<file path="config.mk">
export PLATFORM = sky130hd
export DESIGN_NAME = mask_shift_loader
export DESIGN_NICKNAME = d
export VERILOG_FILES = /design/src/rtl/mask_shift_loader_pkg.sv /design/src/rtl/mask_shift_loader_sr_clk_tick.sv /design/src/rtl/mask_shift_loader.sv
export SDC_FILE = /design/constraint.sdc
export NUM_CORES = 1
export LEC_CHECK = 0
export CORE_UTILIZATION = 30
export DETAILED_ROUTE_END_ITERATION = 10
export PLACE_DENSITY = 0.6
export SLEW_MARGIN = 20
export SYNTH_ARGS = -nofsm -noshare
export SYNTH_HDL_FRONTEND = slang
export SYNTH_SLANG_ARGS = --single-unit
export TNS_END_PERCENT = 30
</file>
<file path="constraint.sdc">
create_clock -name Clk -period 4.9 [get_ports Clk]
set_input_delay 0.98 -clock Clk [delete_from_list [all_inputs] [get_ports Clk]]
set_output_delay 0.98 -clock Clk [all_outputs]
set_load 0.02 [all_outputs]
</file>
<file path="src/rtl/mask_shift_loader_pkg.sv">
// Shared constants for the MICROROC mask loader: FSM state encodings and default geometry.
// MASK_READBACK_EN (when defined) enables the VERIFY state in the loader.
package mask_shift_loader_pkg;

    localparam int MASK_WIDTH_DEF = 192;
    localparam int CLK_DIV_DEF    = 4;
    localparam int BITCNT_W       = 8;

    typedef enum logic [2:0] {
        IDLE     = 3'd0,
        LATCH    = 3'd1,
        SHIFT_LO = 3'd2,
        SHIFT_HI = 3'd3,
        VERIFY   = 3'd4,
        DONE     = 3'd5
    } state_t;

endpackage

</file>
<file path="src/rtl/mask_shift_loader_sr_clk_tick.sv">
// Half-period timer for SrClk: one-cycle tick every CLK_DIV cycles while enabled.
// The count clears whenever the enable drops, so each shift phase starts from zero.
module sr_clk_tick
    import mask_shift_loader_pkg::*;
#(
    parameter int CLK_DIV = CLK_DIV_DEF
) (
    input  logic Clk,
    input  logic reset_n,
    input  logic en_i,
    output logic tick_o
);

    localparam int CW = (CLK_DIV > 1) ? $clog2(CLK_DIV) : 1;
    localparam logic [CW-1:0] LAST = CW'(CLK_DIV - 1);

    logic [CW-1:0] cnt_q, cnt_d;

    assign tick_o = en_i && (cnt_q == LAST);

    always_comb begin
        cnt_d = cnt_q;
        if (!en_i || tick_o) begin
            cnt_d = '0;
        end else begin
            cnt_d = cnt_q + 1'b1;
        end
    end

    always_ff @(posedge Clk or negedge reset_n) begin
        if (!reset_n) begin
            cnt_q <= '0;
        end else begin
            cnt_q <= cnt_d;
        end
    end

endmodule

</file>
<file path="src/rtl/mask_shift_loader.sv">
// Serializes the discriminator mask MSB-first into the MICROROC shift chain on LoadStart or auto mask change.
// Define MASK_READBACK_EN to add a second pass that checks SrOut against the loaded mask.
module mask_shift_loader
    import mask_shift_loader_pkg::*;
#(
    parameter int MASK_WIDTH = MASK_WIDTH_DEF,
    parameter int CLK_DIV    = CLK_DIV_DEF
) (
    input  logic                  Clk,
    input  logic                  reset_n,
    input  logic [MASK_WIDTH-1:0] MicrorocChannelDiscriminatorMask,
    input  logic                  LoadStart,
    input  logic                  AutoLoadEn,
    output logic                  SrClk,
    output logic                  SrIn,
    input  logic                  SrOut,
    output logic                  LoadBusy,
    output logic                  LoadDone,
    output logic                  ReadbackError
);

    generate
        if (MASK_WIDTH < 1 || MASK_WIDTH > 255 || CLK_DIV < 1) begin : g_bad_param
            $error("mask_shift_loader: MASK_WIDTH must be 1..255 and CLK_DIV >= 1");
        end
    endgenerate

    state_t                state_q, state_d;
    logic [BITCNT_W-1:0]   bitcnt_q, bitcnt_d;
    logic [MASK_WIDTH-1:0] shadow_q, shadow_d;
    logic [MASK_WIDTH-1:0] last_q, last_d;
    logic                  pending_q, pending_d;
    logic                  busy_q, busy_d;

    logic shift_en;
    logic tick;
    logic mask_chg;
    logic req;
    logic last_bit;
    logic [MASK_WIDTH-1:0] shadow_rot;

    assign shift_en   = (state_q == SHIFT_LO) || (state_q == SHIFT_HI) || (state_q == VERIFY);
    assign mask_chg   = AutoLoadEn && (MicrorocChannelDiscriminatorMask != last_q);
    assign req        = LoadStart || mask_chg;
    assign last_bit   = (bitcnt_q == BITCNT_W'(MASK_WIDTH - 1));
    // Shadow rotates one place per bit, so SrIn is always its MSB and a full pass restores it.
    assign shadow_rot = {shadow_q[MASK_WIDTH-2:0], shadow_q[MASK_WIDTH-1]};

    sr_clk_tick #(
        .CLK_DIV(CLK_DIV)
    ) u_tick (
        .Clk    (Clk),
        .reset_n(reset_n),
        .en_i   (shift_en),
        .tick_o (tick)
    );

`ifdef MASK_READBACK_EN
    logic vphase_q, vphase_d;
    logic rberr_q, rberr_d;
`else
    logic unused_srout;
    assign unused_srout = SrOut;
`endif

    always_comb begin
        state_d   = state_q;
        bitcnt_d  = bitcnt_q;
        shadow_d  = shadow_q;
        last_d    = last_q;
        pending_d = pending_q;
        busy_d    = busy_q;
`ifdef MASK_READBACK_EN
        vphase_d  = vphase_q;
        rberr_d   = rberr_q;
`endif
        case (state_q)
            IDLE: begin
                if (req || pending_q) begin
                    state_d = LATCH;
                end
            end
            LATCH: begin
                shadow_d  = MicrorocChannelDiscriminatorMask;
                last_d    = MicrorocChannelDiscriminatorMask;
                bitcnt_d  = '0;
                pending_d = LoadStart;
                busy_d    = 1'b1;
`ifdef MASK_READBACK_EN
                rberr_d   = 1'b0;
`endif
                state_d   = SHIFT_LO;
            end
            SHIFT_LO: begin
                if (tick) begin
                    state_d = SHIFT_HI;
                end
            end
            SHIFT_HI: begin
                if (tick) begin
                    shadow_d = shadow_rot;
                    if (last_bit) begin
                        bitcnt_d = '0;
`ifdef MASK_READBACK_EN
                        vphase_d = 1'b0;
                        state_d  = VERIFY;
`else
                        state_d  = DONE;
`endif
                    end else begin
                        bitcnt_d = bitcnt_q + 8'd1;
                        state_d  = SHIFT_LO;
                    end
                end
            end
`ifdef MASK_READBACK_EN
            VERIFY: begin
                if (tick) begin
                    if (!vphase_q) begin
                        // SrOut is taken on the cycle SrClk rises, before the chip shifts.
                        vphase_d = 1'b1;
                        if (SrOut != shadow_q[MASK_WIDTH-1]) begin
                            rberr_d = 1'b1;
                        end
                    end else begin
                        vphase_d = 1'b0;
                        shadow_d = shadow_rot;
                        if (last_bit) begin
                            state_d = DONE;
                        end else begin
                            bitcnt_d = bitcnt_q + 8'd1;
                        end
                    end
                end
            end
`endif
            DONE: begin
                busy_d  = 1'b0;
                state_d = IDLE;
            end
            default: begin
                state_d = IDLE;
            end
        endcase

        // Requests arriving mid-load collapse into a single follow-up load.
        if (state_q != IDLE && state_q != LATCH && req) begin
            pending_d = 1'b1;
        end
    end

    always_ff @(posedge Clk or negedge reset_n) begin
        if (!reset_n) begin
            state_q   <= IDLE;
            bitcnt_q  <= '0;
            shadow_q  <= '1;
            last_q    <= '1;
            pending_q <= 1'b0;
            busy_q    <= 1'b0;
        end else begin
            state_q   <= state_d;
            bitcnt_q  <= bitcnt_d;
            shadow_q  <= shadow_d;
            last_q    <= last_d;
            pending_q <= pending_d;
            busy_q    <= busy_d;
        end
    end

`ifdef MASK_READBACK_EN
    always_ff @(posedge Clk or negedge reset_n) begin
        if (!reset_n) begin
            vphase_q <= 1'b0;
            rberr_q  <= 1'b0;
        end else begin
            vphase_q <= vphase_d;
            rberr_q  <= rberr_d;
        end
    end

    assign SrClk         = (state_q == SHIFT_HI) || ((state_q == VERIFY) && vphase_q);
    assign ReadbackError = rberr_q;
`else
    assign SrClk         = (state_q == SHIFT_HI);
    assign ReadbackError = 1'b0;
`endif

    assign SrIn     = shift_en && shadow_q[MASK_WIDTH-1];
    assign LoadBusy = busy_q;
    assign LoadDone = (state_q == DONE);

endmodule

</file>
==> results of run 1 <==
## report_power, final
group	internal, mW	switching (mW)	total [mW]
sequential	3.59	0.0966	3.69
combinational	0.371	0.390	0.761
clock	2.10	1.38	3.48
## per-layer routing
metal | up-vias | global-route usage (%) | wire, µm
met2 | 280 | 26.9 | 25800
met1 | 6298 | 22.5 | 24500
li1 | 5860 | - | -
met5 | - | 0 | 57
met4 | 10 | 4.81 | 1310
met3 | 80 | 3.05 | 2830
## layout make-up
class	instances	area, µm²	area share (%)
Sequential cell	399	10500	44.5
Multi-Input combinational cell	1091	8270	35.1
Timing Repair Buffer	213	2150	9.14
Clock buffer	71	1390	5.89
Tap cell	855	1070	4.54
Clock inverter	14	158	0.670
Inverter	5	31.3	0.133
Antenna cell	3	7.51	0.0319
## cells in the mapped netlist, drive strengths merged, types with 4 or more instances
library cell	instances	area [µm²]
nand4	52	325
nor2	10	40.0
xnor2	192	1680
o21ai	203	1020
clkbuf	21	78.8
buf	68	714
nand2b	4	32.5
inv	5	23.8
a21oi	4	23.8
mux2i	192	1920
dfstp	384	10100
nor4	13	81.3
o31ai	4	30.0
dfrtp	15	375
mux2	192	2160
nand2	201	764
nand3	4	20.0
## critical path, cell delays in order, from the launching register on
cell             delay, ns
dfrtp_1               0.50
nor2b_4               0.24
nand2_4               0.10
clkinv_8              0.39
clkdlybuf4s50_1       0.74
## per-stage QoR
stage	std cells	util, %	cell area (µm²)
floorplan	1584	-	19500
global placement	2563	34.2	22000
detailed placement	2563	34.2	22000
CTS	2648	36.6	23500
global route	2649	36.6	23500
finish	2651	36.6	23500
## layout by cell type (no fill, tap or decap), types with 7 or more instances in the layout
master | synthesis | final
nor4_1 | 13 | 13
clkbuf_8 | 0 | 12
mux2_1 | 9 | 9
clkbuf_16 | 0 | 47
xnor2_1 | 192 | 192
clkdlybuf4s50_1 | 0 | 198
clkinv_2 | 0 | 7
buf_4 | 16 | 10
dfrtp_1 | 15 | 15
clkbuf_1 | 21 | 12
nand2_1 | 199 | 199
nand4_1 | 52 | 52
nor2_1 | 9 | 9
dfstp_2 | 384 | 384
mux2_2 | 183 | 183
o21ai_0 | 44 | 44
mux2i_1 | 192 | 192
o21ai_1 | 159 | 159
## logic make-up after synthesis
group / count (synthesis) / share of synthesized area (%)
buffers and inverters: 94 / 4.18
adders and majority gates: 2 / 0.128
AOI/OAI and AO/OA: 214 / 5.61
xor gates and xnor gates: 192 / 8.61
other: 1 / 0.0192
and+or+nand+nor: 298 / 6.97
muxes: 384 / 20.9
DFF: 399 / 53.6
## worst max-delay path by stage
stage                            end  slack, ns  cells past startpoint                                 from
after CTS                      SrClk       1.19                      4                           state_q[1]
after detailed placement   pending_q       1.25                      7  MicrorocChannelDiscriminatorMask[3]
after global routing           SrClk       1.10                      4                           state_q[1]
final                          SrClk       1.22                      4                           state_q[1]
after floorplan                SrClk       2.80                      6                           state_q[2]
after global placement    state_q[0]       1.21                      7  MicrorocChannelDiscriminatorMask[3]
## sequential cells by signal, summed over array words and instances (netlist names)
signal        flops
bitcnt_q          8
state_q           3
last_q          192
LoadBusy          1
u_tick.cnt_q      2
shadow_q        192
pending_q         1
==> summary.txt, run 1 <==
Global route
  – Global-route wire length before repair: 82100 µm
  – Vias in the first global route: 12927
  – Largest net degree at the start of global routing: 169
  – Total Routing Usage GR: 16.6%
  – Gr ovfl total: 0
  – Antenna violations before repair: 8

Floorplanning
  – # IOs: 202
  – Die area: 66100 µm²
  – Cell Rows: 93
  – Die height: 257 µm
  – Die X: 257 µm
  – Starting Density: 30.4%
  – Core area: 64300 µm²

STA
  – RSZ-0062 raised after global routing: false
  – Final worst setup slack: 1.22 ns
  – Worst-margin pin slew: 1.08 ns
  – Final Skew: 0.0229 ns
  – Setup TNS: 0 ns
  – Tmin final: 3.68 ns
  – Final worst-path cycle share: 75.1%
  – Max Freq: 272 MHz
  – Worst hold slack: 0.452 ns
  – Relative slew slack: 27.9%
  – Slew Limit Fails: 0
  – Setup-failing EPs final: 0
  – Hold Fails Final Rpt: 0

Place
  – I/O Buffers: 199
  – HPWL Detailed: 40800 µm
  – Final GP Congestion: 0.843
  – Place WS: 1.25 ns

Power
  – Peak supply drop: 233 µV
  – Total design power: 7.93 mW
  – Pleak: 8.46 nW
  – Pwr dens: 337 nW/µm²

Logic synthesis
  – Mapped Nets: 1783
  – Synthesized area: 19500 µm²
  – Netlist cell types: 43
  – Cells after Synth: 1584
  – Sequential cell area fraction in the yosys report: 53.6%
  – Top FF cell, synth: dfstp_2
  – Asr flop ratio synth: 100%
  – Yosys warning total: 0
  – FF+latch count, synth: 399
  – Syn avg cell area: 12.3 µm²
  – EDFF count, synth: 0

Clock network
  – CTS max path bufs: 3
  – CTS tree: yes
  – Hold-fix buffers at CTS: 0
  – Clk slew on worst S/H paths: 0.06 ns
  – CTS resizes: 0
  – H-tree depth: 2
  – # Post-CTS Setup Buffers: 0
  – Total CTS buffers: 47
  – # clock sinks: 399
  – Root Driver: clkbuf_16
  – Clk_lat worst skew: 0.57 ns

Finish
  – Share of cells above drive strength 1: 36.9%
  – Final net count: 1956
  – Layout filler cell count: 6258
  – Syn-to-layout area delta: 20.5%

Routing
  – Total number of vias: 12528
  – Final WL: 54500 µm
  – Final ANT Viol Nets: 0
  – Routed wire per std cell: 20.6 µm
  – DRC: 0
  – Number of vias per cell: 4.73
  – 1st-pass router iterations: 5
  – DRT iter0 DRCs: 690

Critical path
  – Worst Setup End Kind: output port
  – Worst reg2reg path depth: 6
  – Critical-path maximum fanout: 98
  – Worst Path Arrival: 2.70 ns
  – Critical R2R Capture: shadow_q[28]
  – WS Path Type: flip-flop to output port
  – Setup crit start kind: flip-flop
  – RR Startpoint: state_q[1]
  – CP Data Required Time: 3.92 ns
  – Flop2flop setup slack: 1.90 ns

Worst hold path
  – Hold path startpoint: u_tick.cnt_q[0]
  – Hold depth: 1
  – Worst hold path type: flip-flop to flip-flop
  – Hold Path End: u_tick.cnt_q[0]

Status
  – Status: finished, final reports clean

Flow run
  – Maxcap violations: 0
No activity file was read; power rests on OpenSTA's default activity.
==> run 2, diff against run 1 <==
==> constraint.sdc (replaced) <==
create_clock -name Clk -period 3.5 [get_ports Clk]
set_input_delay 0.7 -clock Clk [delete_from_list [all_inputs] [get_ports Clk]]
set_output_delay 0.7 -clock Clk [all_outputs]
set_load 0.02 [all_outputs]
==> run 2 against run 1 <==
Net effect: critical path depth unchanged; sequential power is 40% higher; via count up 1.0%; core utilization rose by 0.49 points; flip-flop and latch count did not move; hold slack improved by 0.0052 ns; clock power up 34%; die area is the same; final cell count up 1.4%; global-route usage grew 0.32 points; first-iteration DRC count is 3.3% lower; routed wire length up 2.3%; critical endpoint is now SrIn; largest cell class unchanged.
==> summary.txt, run 2 (synthesized netlist as in run 1, its figures left out) <==
Status
  – Status: finished, final reports clean

Power
  – Pleak: 8.65 nW (+2.2%)
  – Total design power: 11.0 mW (+38%)
  – Pwr dens: 460 nW/µm² (+36%)
  – Peak supply drop: 306 µV (+32%)

Critical path
  – RR Startpoint: last_q[177]
  – CP Data Required Time: 2.80 ns (-1.12 ns)
  – WS Path Type: flip-flop to output port
  – Setup crit start kind: flip-flop
  – Worst reg2reg path depth: 7 (+1)
  – Flop2flop setup slack: 1.01 ns (-0.89 ns)
  – Largest stage delay on the critical path: 0.63 ns (-0.11 ns)
  – Critical-path maximum fanout: 9 (-91%)
  – Critical R2R Capture: state_q[0]
  – Worst-path cell chain: nor2_1, a21oi_1, nor2b_1, clkdlybuf4s50_1
  – Worst Path Arrival: 2.35 ns (-0.35 ns)
  – Worst Setup End Kind: output port
  – Slowest-stage cell, CP: clkdlybuf4s50_1

Clock network
  – Hold-fix buffers at CTS: 0 (unchanged)
  – # clock sinks: 399 (unchanged)
  – CTS tree: yes
  – H-tree depth: 2 (unchanged)
  – CTS max path bufs: 3 (unchanged)
  – # Post-CTS Setup Buffers: 0 (unchanged)
  – Root Driver: clkbuf_16
  – CTS resizes: 0 (unchanged)
  – Clk_lat worst skew: 0.58 ns (about the same)
  – Total CTS buffers: 45 (-4.3%)
  – Clk slew on worst S/H paths: 0.06 ns (about the same)

Finish
  – Syn-to-layout area delta: 22.1%
  – Design area: 23900 µm² (+1.3%)
  – Final net count: 1996 (+2.0%)
  – Final core utilization: 37.1% (+0.49 points)
  – Most common cell after layout, fill and taps aside: dfstp_2
  – Biggest regs: last_q x192, shadow_q x192, bitcnt_q x8
  – Final Non-Filler Cells: 2688 (+1.4%)
  – Layout filler cell count: 6198 (-0.96%)
  – Share of cells above drive strength 1: 38.4% (+1.5 points)
  – Most frequent cells in the layout: dfstp_2 (384), nand2_1 (199), clkdlybuf4s50_1 (198)

Global route
  – Global-route wire length before repair: 83300 µm (+1.5%)
  – Total Routing Usage GR: 16.9% (+0.32 points)
  – Met1 track utilization from global routing: 22.3% (-0.19 points)
  – Met2 GRT Util: 27.2% (+0.26 points)
  – Largest net degree at the start of global routing: 127 (-25%)
  – Met3 global-route usage: 4.22% (+1.2 points)
  – Gr ovfl total: 0 (unchanged)
  – GR peak layer: met2
  – Vias in the first global route: 13051 (+0.96%)
  – Antenna violations before repair: 8 (unchanged)

STA
  – Max Freq: 328 MHz
  – Hold Fails Final Rpt: 0 (unchanged)
  – Final Skew: 0.0244 ns (+0.00148 ns)
  – Tmin final: 3.05 ns
  – Worst hold slack: 0.458 ns (+0.00522 ns)
  – Setup TNS: 0 ns (unchanged)
  – Slew Limit Fails: 0 (unchanged)
  – Final worst-path cycle share: 87.0%
  – Relative slew slack: 44.6% (+17 points)
  – Setup-failing EPs final: 0 (unchanged)
  – Final worst setup slack: 0.454 ns (-0.767 ns)
  – Worst-margin pin slew: 0.830 ns (-0.252 ns)
  – RSZ-0062 raised after global routing: false

Place
  – Area after DPL: 22400 µm² (+1.8%)
  – HPWL Detailed: 41900 µm (+2.9%)
  – I/O Buffers: 199 (unchanged)
  – Final GP Congestion: 0.838 (-0.58%)
  – Place WS: 0.0964 ns (-1.16 ns)
  – Dpl cells: 2605 (+1.6%)

Worst hold path
  – Worst hold path type: input port to async pin

Routing
  – Number of vias per cell: 4.71 (-0.35%)
  – Total number of vias: 12658 (+1.0%)
  – DRC: 0 (unchanged)
  – 1st-pass router iterations: 5 (unchanged)
  – Final WL: 55700 µm (+2.3%)
  – Routed wire per std cell: 20.7 µm (+0.86%)
  – DRT iter0 DRCs: 667 (-3.3%)
  – Final ANT Viol Nets: 0 (unchanged)

Floorplanning
  – # IOs: 202 (unchanged)
  – Die X: 257 µm (unchanged)
  – Cell Rows: 93 (unchanged)
  – Core area: 64300 µm² (unchanged)
  – Die height: 257 µm (unchanged)
  – Die area: 66100 µm² (unchanged)
  – Starting Density: 30.4% (unchanged)

Flow run
  – Maxcap violations: 0 (unchanged)
==> run 2: cell count changes in the layout (fill, tap and decap cells not counted), moves of 2 or more <==
| cell | before | now |
|---|---|---|
| buf_12 | 4 | 11 |
| buf_4 | 10 | 45 |
| clkbuf_1 | 12 | 7 |
| bufinv_16 | 3 | 1 |
| clkinv_2 | 7 | 11 |
==> run 2: worst max-delay path: cells and delay by family, from the launching register on <==
family                 cells  cell delay [ns]
buffers and inverters      1             0.63
AOI/OAI and AO/OA          1             0.14
DFF                        1             0.56
and+or+nand+nor            2             0.42
==> run 2: final cells by class <==
cell class | count | area, µm² | share of cell area (%)
clock buffers | 65 | 1340 | 5.63
diodes | 4 | 10.0 | 0.0420
repair buffers | 255 | 2550 | 10.7
clock inverters | 14 | 109 | 0.456
inverters | 5 | 31.3 | 0.131
well taps | 855 | 1070 | 4.49
flip-flops and latches | 399 | 10500 | 43.9
multi-input cells | 1091 | 8270 | 34.7
==> run 2: power by group <==
group	switching (mW)	total (mW)	leakage (nW)	internal [mW]
clock network	1.95	4.67	0.726	2.73
registers	0.136	5.16	4.22	5.02
logic	0.572	1.13	3.70	0.558
==> run 2: worst max path at each step <==
stage | endpoint | cells after the start | start
after floorplan | SrClk | 6 | state_q[2]
after global placement | state_q[0] | 8 | MicrorocChannelDiscriminatorMask[177]
after detailed placement | state_q[0] | 8 | MicrorocChannelDiscriminatorMask[177]
after CTS | SrIn | 4 | state_q[0]
after global routing | SrIn | 4 | state_q[0]
final | SrIn | 4 | state_q[0]
==> run 2: routing by layer <==
metal / share of wire, % / vias up
li1: - / 5932
met1: 44 / 6371
met2: 47 / 259
met3: 5.8 / 88
met4: 2.9 / 8
met5: 0.079 / -
==> RTL edit (flow settings as in run 1) <==
Add a define of `MASK_READBACK_EN`.
--- a/src/rtl/mask_shift_loader.sv
+++ b/src/rtl/mask_shift_loader.sv
@@ -1,5 +1,7 @@
 // Serializes the discriminator mask MSB-first into the MICROROC shift chain on LoadStart or auto mask change.
 // Define MASK_READBACK_EN to add a second pass that checks SrOut against the loaded mask.
+`define MASK_READBACK_EN
+
 module mask_shift_loader
     import mask_shift_loader_pkg::*;
 #(
Behaviour: same outputs for any inputs over 4 cycles, from zero or initial values and one cycle with reset_n low; that may be too few to reach the edited logic, so the function may still have changed.
==> RTL edit against run 1 <==
Synthesized area down 0.78%; routed wire length grew 2.5%; synthesized cell count rose by 1.0%; final area up 0.85%; power fell by 0.48%; count of clock-buffer cells in the layout stayed put; worst setup slack worse by 0.18 ns; via count is 0.25% higher; critical path depth up 1; sequential cell count rose by 2; largest cell class unchanged; highest routed layer unchanged.
==> RTL edit: results (changes against run 1) <==
| Metric | Value |
|---|---|
| Post-cts sizing count | 0 (unchanged) |
| Vias in the first global route | 13200 (was 12900) |
| R2R depth | 7 (was 6) |
| Placed Area | 0.0222 mm² (was 0.0220 mm²) |
| Least-Margin Pin Slew | 1.02 ns (was 1.08 ns) |
| Netlist cell types | 46 (was 43) |
| Via count | 12600 (was 12500) |
| Synth cell count leaders | dfstp_2 (384), nand2_1 (198), o21ai_0 (198), mux2_2 (193), mux2i_1 (192) (was dfstp_2 (384), nand2_1 (199), mux2i_1 (192), xnor2_1 (192), mux2_2 (183)) |
| Pin count of the biggest net entering global routing | 117 (was 169) |
| First-pass GRT wire length | 84.6 mm (was 82.1 mm) |
| Synth area leaders | dfstp_2 (52%), mux2_2 (11%), mux2i_1 (9.9%) (was dfstp_2 (52%), mux2_2 (11%), mux2i_1 (9.8%)) |
| Fill count | 6061 (was 6258) |
| Total iterations of the first detailed-routing run | 4 (was 5) |
| IO buf count | 201 (was 199) |
| Initial antenna violation count | 11 (was 8) |
| Fraction of layout cells with a size suffix above 1 | 37.5% (was 36.9%) |
| HPWL after DPL | 41.7 mm (was 40.8 mm) |
| Post-synth ARST share | 100% (unchanged) |
| Post-synth net total | 1799 (was 1783) |
| Worst Hold Class | flop to flop (unchanged) |
| Status | finished clean (unchanged) |
| Worst EP arrival | 2.88 ns (was 2.70 ns) |
| Synth top area share | 52.1% (was 51.7%) |
| DRT iter0 DRCs | 653 (was 690) |
| Min cycle time layout | 3.86 ns (was 3.68 ns) |
| Nets | 1978 (was 1956) |
| Pleak | 10.3 nW (was 8.46 nW) |
| CP Max Fanout | 12 (was 98) |
| Final GP Congestion | 0.827 (was 0.843) |
| Skew final | 0.0165 ns (was 0.0229 ns) |
| Seq/Total Area, Yosys | 54.3% (was 53.6%) |
| Tot GR Track Use | 17.2% (was 16.6%) |
| CTS buffer count | 46 (was 47) |
| Max VDD drop | 0.198 mV (was 0.233 mV) |
| Routed wire length | 55.8 mm (was 54.5 mm) |
| N_diodes | 0 (was 3) |
RTL edit: changes by cell type after synthesis, moves of 4 or more:
cell / delta
nor2_1: +4
nand4_1: -12
buf_2: +30
mux2_2: +10
o21ai_1: -159
nor4_1: +8
mux2_1: -9
buf_6: -25
xor2_1: +49
o21ai_0: +154
buf_12: -11
xnor2_1: -44
RTL edit: cell type report:
| type | instances | area (µm²) | share of cell area [%] |
|---|---|---|---|
| Sequential cell | 401 | 10500 | 44.3 |
| Multi-Input combinational cell | 1106 | 8390 | 35.3 |
| Timing Repair Buffer | 221 | 2260 | 9.51 |
| Clock buffer | 71 | 1420 | 5.97 |
| Tap cell | 846 | 1060 | 4.46 |
| Clock inverter | 11 | 93.8 | 0.395 |
| Inverter | 3 | 11.3 | 0.0474 |
RTL edit: critical path, stage by stage (launching register included):
cell and delay (ns):
dfrtp_1 0.60, inv_1 0.22, nor3_2 0.49, a21oi_1 0.21, nor2b_1 0.16, clkdlybuf4s50_1 0.64
RTL edit: cell families (layout without fill, tap and decap cells):
logic type	Yosys count	in the layout	share of synthesized area [%]
DFF	401	401	54.3
muxes	385	385	21.1
and+or+nand+nor	305	305	7.17
AOI/OAI and AO/OA	217	217	5.86
xor gates and xnor gates	197	197	8.90
buffers and inverters	93	306	2.55
adders and majority gates	2	2	0.129
RTL edit: routing by layer:
metal / global-route usage, % / vias to the layer above / part of all wire (%)
met5: 0 / - / 0.23
met4: 5.24 / 22 / 2.5
met3: 4.00 / 92 / 5.1
met2: 28.4 / 234 / 48
met1: 22.3 / 6298 / 44
li1: - / 5913 / -
RTL edit: report_power, final:
part	internal, W	switching, W
Sequential	0.00361	0.0000970
Clock	0.00204	0.00139
Combinational	0.000364	0.000396
Total	0.00601	0.00189
RTL edit: worst paths after layout:
check / start / endpoint / slack [ns]
min: u_tick.cnt_q[0] / u_tick.cnt_q[0] / 0.44
max: state_q[2] / SrIn / 1.04
max reg2reg: last_q[121] / pending_q / 1.90
min reg2reg: u_tick.cnt_q[0] / u_tick.cnt_q[0] / 0.44
min in group asynchronous: reset_n / bitcnt_q[3] / 0.51
max in group asynchronous: reset_n / last_q[27] / 3.27
RTL edit: through the flow:
stage	power, W	hold slack (ns)	setup WS [ns]	util [%]	instances
4_1_cts	0.00803	0.442	1.00	37.4	2659
2_1_floorplan	0.00404	0.415	2.36	-	1600
5_1_grt	0.00822	0.478	0.844	37.4	2659
6_report	0.00789	0.437	1.04	37.4	2659
3_3_place_gp	0.00450	0.426	0.776	35.0	2577
3_5_place_dp	0.00452	0.434	0.757	35.0	2577
